--- config.mk ---
export PLATFORM = sky130hd
export DESIGN_NAME = vram_blit_master
export DESIGN_NICKNAME = d
export VERILOG_FILES = /design/src/rtl/vram_blit_master.sv
export SDC_FILE = /design/constraint.sdc
export NUM_CORES = 1
export LEC_CHECK = 0
export ABC_AREA = 1
export CORE_UTILIZATION = 35
export CTS_BUF_LIST = sky130_fd_sc_hd__clkbuf_16
export CTS_CLUSTER_DIAMETER = 120
export CTS_CLUSTER_SIZE = 25
export DETAILED_ROUTE_END_ITERATION = 12
export GPL_TIMING_DRIVEN = 0
export PLACE_DENSITY = 0.71
export SLEW_MARGIN = 20
export SYNTH_ARGS = -nofsm -noshare
export SYNTH_HDL_FRONTEND = slang
export SYNTH_SLANG_ARGS = --single-unit
--- constraint.sdc ---
create_clock -name CLK -period 2.2 [get_ports CLK]
set_input_delay 0.55 -clock CLK [delete_from_list [all_inputs] [get_ports CLK]]
set_output_delay 0.55 -clock CLK [all_outputs]
set_load 0.02 [all_outputs]
--- src/rtl/vram_blit_master.sv ---
// Avalon-MM write master that copies the ROWS x COLS board cell array from a local
// synchronous source RAM into VGA tile memory, one read-capture-write sequence per cell.
module vram_blit_master #(
    parameter int COLS      = 10,
    parameter int ROWS      = 20,
    parameter int ROW_PITCH = 40,
    parameter int ADDR_W    = 12,
    parameter int SRC_AW    = 8
) (
    input  logic              CLK,
    input  logic              RESET,
    input  logic              START,
    input  logic [ADDR_W-1:0] DEST_BASE,
    output logic              BUSY,
    output logic              DONE,
    output logic [SRC_AW-1:0] SRC_ADDR,
    input  logic [15:0]       SRC_DATA,
    output logic              AVM_CS,
    output logic              AVM_WRITE,
    output logic [ADDR_W-1:0] AVM_ADDR,
    output logic [31:0]       AVM_WRITEDATA,
    output logic [3:0]        AVM_BYTE_EN,
    input  logic              AVM_WAITREQUEST,
    output logic [2:0]        DBG_STATE
);

    localparam int COL_W = (COLS > 1) ? $clog2(COLS) : 1;
    localparam int ROW_W = (ROWS > 1) ? $clog2(ROWS) : 1;
    localparam logic [COL_W-1:0]  COL_LAST = COL_W'(COLS - 1);
    localparam logic [ROW_W-1:0]  ROW_LAST = ROW_W'(ROWS - 1);
    // Step from the last cell of a row to the first cell of the next tile row.
    localparam logic [ADDR_W-1:0] ROW_STEP = ADDR_W'(ROW_PITCH - COLS + 1);

    typedef enum logic [2:0] {
        S_IDLE = 3'd0,
        S_RD   = 3'd1,
        S_CAP  = 3'd2,
        S_WR   = 3'd3,
        S_FIN  = 3'd4
    } state_t;

    state_t            state;
    logic [COL_W-1:0]  col;
    logic [ROW_W-1:0]  row;
    logic [ADDR_W-1:0] dest;
    logic              last_col;
    logic              last_cell;

    assign last_col  = (col == COL_LAST);
    assign last_cell = last_col && (row == ROW_LAST);
    assign AVM_CS    = AVM_WRITE;
    assign DBG_STATE = state;

    // Avalon handshake: a write beat transfers on any edge with AVM_WRITE=1 and
    // AVM_WAITREQUEST=0; until then AVM_ADDR, AVM_WRITEDATA and AVM_BYTE_EN are held.
    always_ff @(posedge CLK) begin
        if (RESET) begin
            state         <= S_IDLE;
            BUSY          <= 1'b0;
            DONE          <= 1'b0;
            SRC_ADDR      <= '0;
            AVM_WRITE     <= 1'b0;
            AVM_ADDR      <= '0;
            AVM_WRITEDATA <= '0;
            AVM_BYTE_EN   <= 4'b0000;
            col           <= '0;
            row           <= '0;
            dest          <= '0;
        end else begin
            case (state)
                S_IDLE: begin
                    DONE <= 1'b0;
                    if (START) begin
                        dest     <= DEST_BASE;
                        col      <= '0;
                        row      <= '0;
                        SRC_ADDR <= '0;
                        BUSY     <= 1'b1;
                        state    <= S_RD;
                    end
                end
                S_RD: begin
                    state <= S_CAP;
                end
                S_CAP: begin
                    AVM_WRITEDATA <= {16'h0000, SRC_DATA};
                    AVM_ADDR      <= dest;
                    AVM_WRITE     <= 1'b1;
                    AVM_BYTE_EN   <= 4'b0011;
                    state         <= S_WR;
                end
                S_WR: begin
                    if (!AVM_WAITREQUEST) begin
                        AVM_WRITE   <= 1'b0;
                        AVM_BYTE_EN <= 4'b0000;
                        if (last_cell) begin
                            BUSY  <= 1'b0;
                            DONE  <= 1'b1;
                            state <= S_FIN;
                        end else begin
                            SRC_ADDR <= SRC_ADDR + SRC_AW'(1);
                            if (last_col) begin
                                col  <= '0;
                                row  <= row + ROW_W'(1);
                                dest <= dest + ROW_STEP;
                            end else begin
                                col  <= col + COL_W'(1);
                                dest <= dest + ADDR_W'(1);
                            end
                            state <= S_RD;
                        end
                    end
                end
                S_FIN: begin
                    DONE  <= 1'b0;
                    state <= S_IDLE;
                end
                default: begin
                    state <= S_IDLE;
                end
            endcase
        end
    end

endmodule

==> results of run 1 <==
worst max path at each step:
stage                              startpoint                   end  cells after the start
after floorplan           col[0]$_SDFFE_PP0P_  dest[6]$_SDFFE_PP0P_                     14
after global placement        AVM_WAITREQUEST   row[3]$_SDFFE_PP0P_                      9
after detailed placement      AVM_WAITREQUEST   row[3]$_SDFFE_PP0P_                      9
after CTS                 col[0]$_SDFFE_PP0P_  dest[6]$_SDFFE_PP0P_                     14
after global routing      col[1]$_SDFFE_PP0P_  dest[9]$_SDFFE_PP0P_                     13
final                     col[1]$_SDFFE_PP0P_  dest[6]$_SDFFE_PP0P_                     15
cells in the final DEF, fill, tap and decap left out, types with 4 or more instances in the layout:
cell type / netlist / layout
ha_1: 5 / 4
clkbuf_1: 11 / 11
o21ai_0: 46 / 46
conb_1: 1 / 18
a21oi_1: 33 / 33
nor2_1: 76 / 76
inv_1: 34 / 36
nor3_1: 6 / 6
clkdlybuf4s50_1: 0 / 75
nand3_1: 26 / 24
nand2_2: 6 / 8
nand3_2: 2 / 4
nand2_1: 71 / 69
xor2_1: 4 / 4
dfxtp_1: 63 / 62
clkbuf_16: 0 / 9
o21ai_1: 6 / 6
buf_4: 22 / 25
layout make-up:
cell class                      instances  area (um^2)
Fill cell                             895         4370
Multi-Input combinational cell        332         1690
Sequential cell                        63         1260
Timing Repair Buffer                   78          773
Buffer                                 39          263
Clock buffer                            9          225
Inverter                               38          143
Tap cell                              108          135
Clock inverter                          7         32.5
stage by stage:
step                setup WS, ns  utilization, %  TNS [ns]  power, uW  hold slack, ns
floorplan                  0.328               -         0       2080           0.456
global placement          0.0510            47.4         0       2460           0.444
detailed placement        0.0116            47.4         0       2480           0.444
CTS                     0.000892            50.3         0       3700           0.453
global route            -0.00497            50.8  -0.00497       3890           0.477
finish                     0.180            50.8         0       3690           0.448
report_power, final:
part	internal, uW	switching (uW)
registers	1280	112
logic	452	615
clock network	740	487
total	2470	1210
worst max-delay path: stages, from the launching register on:
cell and delay (ns):
dfxtp_1 0.33, inv_1 0.06, ha_2 0.20, nand2_2 0.07
nor2_4 0.14, nand2_1 0.11, nand2_1 0.10, inv_1 0.05
ha_1 0.16, inv_1 0.07, nand2_2 0.09, nand3_2 0.10
nand2_2 0.08, o21ai_0 0.15, nand2_1 0.06, a21oi_1 0.14
synth_stat cells, types with 4 or more instances:
master    instances
inv_1            34
buf_4            22
nor3_1            6
nand2_2           6
nand3_1          26
o21ai_1           6
nand2_1          71
o21ai_0          46
a21oi_1          33
ha_1              5
xor2_1            4
clkbuf_1         11
nor2_1           76
dfxtp_1          63
metal layers:
metal,routed length (um),share of wire (%)
met1,3910,45
met2,4170,47
met3,558,6.4
met4,147,1.7
met5,0,0
state kept, by name, summed over array words and instances, names as in the netlist:
name           cells
BUSY               1
AVM_WRITEDATA     16
SRC_ADDR           8
DONE               1
dest              12
AVM_ADDR          12
DBG_STATE          3
col                4
AVM_BYTE_EN        1
row                5
cells by family (layout without fill, tap and decap cells):
group | count (synthesis) | count (layout)
buffers and inverters | 77 | 171
and+or+nand+nor | 207 | 207
AOI/OAI and AO/OA | 95 | 95
xor gates and xnor gates | 7 | 7
other | 1 | 18
adders and majority gates | 5 | 5
DFF | 63 | 63
what timing repair did:
action / 4_1_cts / 5_1_grt
gates resized for setup: 0 / 7
buffers inserted: 0 / 3
endpoints found under the setup margin: 0 / 12
==> flow_metrics.env, run 1 <==
export IMPL_use_met2_pct=32.5
export IMPL_endpoint_kind="register"
export IMPL_worstPathArrival_ns=2.27
export IMPL_first_global_vias=3087
export IMPL_drt_iter0_drc=141
export IMPL_cts_buffers=9
export IMPL_synth_compound_area_share_pct=15.9
export IMPL_dp_final_hpwl_um=6530
export IMPL_syn_area_per_cell_um2=7.18
export IMPL_tightest_slew_ns=0.675
export IMPL_cts_tree="built"
export IMPL_synth_top_area_share_pct=38.6
export IMPL_finalHoldViolations=0
export IMPL_r2r_cells=15
export IMPL_antenna_cells=0
export IMPL_min_from="BUSY$_SDFFE_PP0P_"
export IMPL_drc=0
export IMPL_fin_area_um2=4520
export IMPL_initial_utilization_pct=36.7
export IMPL_ys_flop_type="dfxtp_1"
export IMPL_gp_congestion=0.881
export IMPL_worst_setup_path_start_kind="register"
export IMPL_synth_xor_xnor_area_share_pct=1.88
export IMPL_worst_r2r_setup_slack_ns=0.18
export IMPL_min_period_ns=2.02
export IMPL_reg2reg_from="col[1]$_SDFFE_PP0P_"
export IMPL_yosysUniqueCellTypes=40
export IMPL_drive_gt1_share_pct=13.6
export IMPL_grt_use_met3_pct=3.90
export IMPL_die_area_um2=9720
export IMPL_grt_max_degree=11
export IMPL_r2r_end="dest[6]$_SDFFE_PP0P_"
export IMPL_worstHoldPathCells=2
export IMPL_clock_latency_ns=0.33
export IMPL_io_buffer_count=75
export IMPL_min_to="BUSY$_SDFFE_PP0P_"
export IMPL_setup_viol=0
export IMPL_placed_area_um2=4220
export IMPL_synth_seq_cells=63
export IMPL_cap_violations=0
export IMPL_via_per_inst=4.82
export IMPL_dr_pass1_iters=4
export IMPL_slew_violations=0
export IMPL_crit_path_max_fanout=5
export IMPL_final_instance_count_excl_fill=674
export IMPL_grtUsageMet1_pct=22.8
export IMPL_rows=34
export IMPL_fp_dieH_um=98.6
export IMPL_root_buffer="clkbuf_16"
export IMPL_fin_nets=598
export IMPL_grt_antenna_before_repair=0
export IMPL_dp_cells=655
export IMPL_clkSinkCount=63
export IMPL_synth_mux_area_share_pct=0
export IMPL_synth_edf_count=0
export IMPL_synth_top_family_by_area="simple AND/OR/NAND/NOR gates"
export IMPL_cts_max_path_buffers=2
export IMPL_async_flop_share_pct=0
export IMPL_timing_final_crit_share_pct=91.8
export IMPL_antenna_left=0
export IMPL_grt_pass1_wl_um=14200
export IMPL_fin_worst_skew_ns=0.00291
export IMPL_synth_adder_area_share_pct=1.91
export IMPL_path_class="reg -> reg"
export IMPL_synth_area_um2=3270
export IMPL_cts_hold_buffers=0
export IMPL_ys_seq_area_share_pct=38.6
export IMPL_status="finished, final reports clean"
export IMPL_ir_drop_mv=0.354
export IMPL_slew_headroom_pct=55.0
export IMPL_yosysTopAreaCell="dfxtp_1"
export IMPL_fp_coreArea_um2=8890
export IMPL_wl_per_cell_um=13.0
export IMPL_yosysWarningCount=0
export IMPL_p_leak_uw=0.00184
export IMPL_synthSimpleGateAreaFrac_pct=29.2
export IMPL_die_w_um=98.6
export IMPL_clk_pin_slew_ns=0.05
export IMPL_top_usage_layer="met2"
export IMPL_via_count=3246
export IMPL_syn_inst=455
export IMPL_syn_to_final_growth_pct=38.4
export IMPL_grt_use_total_pct=18.8
export IMPL_fmax_mhz=495
export IMPL_hp_class="reg -> reg"
export IMPL_synthTopCellsByArea="dfxtp_1 39%, nor2_1 8.7%, nand2_1 8.2%"
export IMPL_p_per_area_nw_per_um2=816
export IMPL_htree_levels=3
export IMPL_cp_data_required_time_ns=2.45
export IMPL_drt_total_wl_um=8790
export IMPL_num_io_pins=95
export IMPL_grt_ovfl_total=0
Note: power is estimated with default switching activity, not from simulation.
==> run 2, diff against run 1 <==
- clock period: 2.2 -> 1.87 ns (I/O delays scaled with it)
==> flow_metrics.env, run 2 (synthesis gave the netlist of run 1 again) <==
export IMPL_cts_buffers=9
export IMPL_worst_r2r_setup_slack_ns=0.0008
export IMPL_pwr_share_seq_pct=35.0
export IMPL_num_io_pins=95
export IMPL_p_sw_share_pct=34.4
export IMPL_fin_worst_skew_ns=0.00954
export IMPL_via_count=3384
export IMPL_r2r_cells=16
export IMPL_path_class="reg -> reg"
export IMPL_power_internal_uw=3080
export IMPL_dp_cells=655
export IMPL_cts_max_path_buffers=2
export IMPL_grt_ovfl_total=0
export IMPL_rsz0062_at_grt="true"
export IMPL_io_buffer_count=75
export IMPL_p_total_uw=4700
export IMPL_cp_data_required_time_ns=2.10
export IMPL_fin_nets=613
export IMPL_tightest_slew_ns=0.680
export IMPL_fp_coreArea_um2=8890
export IMPL_status="finished, final reports clean"
export IMPL_p_per_area_nw_per_um2=964
export IMPL_wl_met2_um=4620
export IMPL_drc=0
export IMPL_rows=34
export IMPL_cap_violations=0
export IMPL_syn_to_final_growth_pct=49.2
export IMPL_min_to="BUSY$_SDFFE_PP0P_"
export IMPL_clkSinkCount=63
export IMPL_fmax_mhz=535
export IMPL_drive_gt1_share_pct=22.2
export IMPL_antenna_left=0
export IMPL_clock_latency_ns=0.33
export IMPL_antenna_cells=0
export IMPL_slew_headroom_pct=54.7
export IMPL_layout_common_cells="72 x nor2_1, 67 x clkdlybuf4s50_1, 60 x dfxtp_1"
export IMPL_drt_iter0_drc=158
export IMPL_biggestRegsByFlops="AVM_WRITEDATA: 16 flops, AVM_ADDR: 12 flops, dest: 12 flops"
export IMPL_via_per_inst=4.91
export IMPL_worst_setup_path_start_kind="register"
export IMPL_dr_pass1_iters=5
export IMPL_top_layer="met4"
export IMPL_grt_pass1_wl_um=14800
export IMPL_largest_reg_flops=16
export IMPL_ir_drop_mv=0.530
export IMPL_min_from="BUSY$_SDFFE_PP0P_"
export IMPL_cts_tree="built"
export IMPL_drt_total_wl_um=9530
export IMPL_setup_viol=0
export IMPL_met3_length_um=519
export IMPL_p_leak_uw=0.00204
export IMPL_htree_levels=3
export IMPL_combPwrFrac_pct=32.2
export IMPL_hp_class="reg -> reg"
export IMPL_clk_pin_slew_ns=0.06
export IMPL_dp_final_hpwl_um=6440
export IMPL_grt_antenna_before_repair=0
export IMPL_wl_met1_um=4270
export IMPL_gp_congestion=0.885
export IMPL_final_instance_count_excl_fill=689
export IMPL_fp_dieH_um=98.6
export IMPL_grt_max_degree=13
export IMPL_min_period_ns=1.87
export IMPL_root_buffer="clkbuf_16"
export IMPL_fill_cells=838
export IMPL_crit_path_max_fanout=6
export IMPL_reg2reg_from="col[1]$_SDFFE_PP0P_"
export IMPL_die_area_um2=9720
export IMPL_timing_final_crit_share_pct=100
export IMPL_finalHoldViolations=0
export IMPL_first_global_vias=3137
export IMPL_p_sw_uw=1620
export IMPL_grt_use_total_pct=19.4
export IMPL_power_share_clock_pct=32.8
export IMPL_slew_violations=0
export IMPL_largest_register="AVM_WRITEDATA"
export IMPL_post_route_util_pct=54.8
export IMPL_r2r_end="SRC_ADDR[4]$_SDFFE_PP0P_"
export IMPL_die_w_um=98.6
export IMPL_worstPathArrival_ns=2.10
export IMPL_initial_utilization_pct=36.7
export IMPL_endpoint_kind="register"
export IMPL_final_common_cell="nor2_1"
export IMPL_worstHoldPathCells=2
export IMPL_wl_per_cell_um=13.8
[run 2: cell count changes in the layout (fill, tap and decap cells not counted), moves of 4 or more]
cell             before  now
o21ai_2               0    4
nand2_2               8   17
o21ai_0              46   38
buf_6                 3    9
clkdlybuf4s50_1      75   67
o21ai_1               6   10
dlygate4sd2_1         0    5
nand2_1              69   57
nor2_1               76   72
inv_1                36   30
buf_4                25   31
[run 2: worst max path at each step]
stage                        start                        to
2_1_floorplan  col[0]$_SDFFE_PP0P_      dest[6]$_SDFFE_PP0P_
3_3_place_gp   col[0]$_SDFFE_PP0P_     dest[10]$_SDFFE_PP0P_
3_5_place_dp   col[0]$_SDFFE_PP0P_     dest[10]$_SDFFE_PP0P_
4_1_cts        col[1]$_SDFFE_PP0P_      dest[6]$_SDFFE_PP0P_
5_1_grt        col[1]$_SDFFE_PP0P_     dest[10]$_SDFFE_PP0P_
6_report       col[1]$_SDFFE_PP0P_  SRC_ADDR[4]$_SDFFE_PP0P_
[run 2: area by class of cell]
class,count,area (um^2),share of cell area (%)
multi-input combinational,332,1840,37.8
sequential,63,1270,26.0
timing repair buffer,93,942,19.3
buffer,39,270,5.54
clock buffer,9,225,4.62
inverter,38,145,2.98
tap,108,135,2.77
clock inverter,7,48.8,1.00
[run 2: critical path, cell delays in order, from the launching register on]
cell,delay (ns)
dfxtp_2,0.32
inv_2,0.07
ha_4,0.14
nand2_2,0.06
nor2_4,0.15
buf_12,0.13
nand3_4,0.06
nor3_4,0.15
nand2_2,0.10
nand3_4,0.10
buf_8,0.15
buf_6,0.11
nor3_4,0.04
nand2_1,0.06
nand2_1,0.04
nand2_1,0.06
nor2_1,0.04
[run 2: what timing repair did]
action                     in CTS  in global routing
hold buffers                    0                  0
resized for setup              30                 48
pin swaps                       7                 17
gates cloned                    2                  1
setup endpoints to repair      34                 33
buffers inserted               13                  3
[run 2: per-layer routing]
| metal | vias to the layer above | track usage [%] |
|---|---|---|
| li1 | 1689 | - |
| met3 | 15 | 4.82 |
| met2 | 123 | 33.6 |
| met5 | - | 0 |
| met1 | 1557 | 23.8 |
| met4 | 0 | 5.86 |
[run 2: power by group through the flow]
| stage | combinational, uW | sequential (uW) | clock, uW |
|---|---|---|---|
| 3_5_place_dp | 1260 | 1660 | 0 |
| 5_1_grt | 1630 | 1670 | 1630 |
| 6_report | 1510 | 1640 | 1540 |
| 3_3_place_gp | 1230 | 1660 | 0 |
| 2_1_floorplan | 687 | 1760 | 0 |
| 4_1_cts | 1460 | 1630 | 1560 |
[run 2: per-stage QoR]
step / cell area, um^2 / hold WS [ns] / worst slack [ns] / setup TNS (ns)
finish: 4870 / 0.450 / 0.000774 / 0
global route: 4870 / 0.480 / -0.0965 / -1.24
CTS: 4740 / 0.453 / -0.0584 / -0.114
detailed placement: 4220 / 0.444 / -0.285 / -6.29
global placement: 4220 / 0.444 / -0.262 / -5.30
floorplan: 3330 / 0.456 / 0.00195 / 0
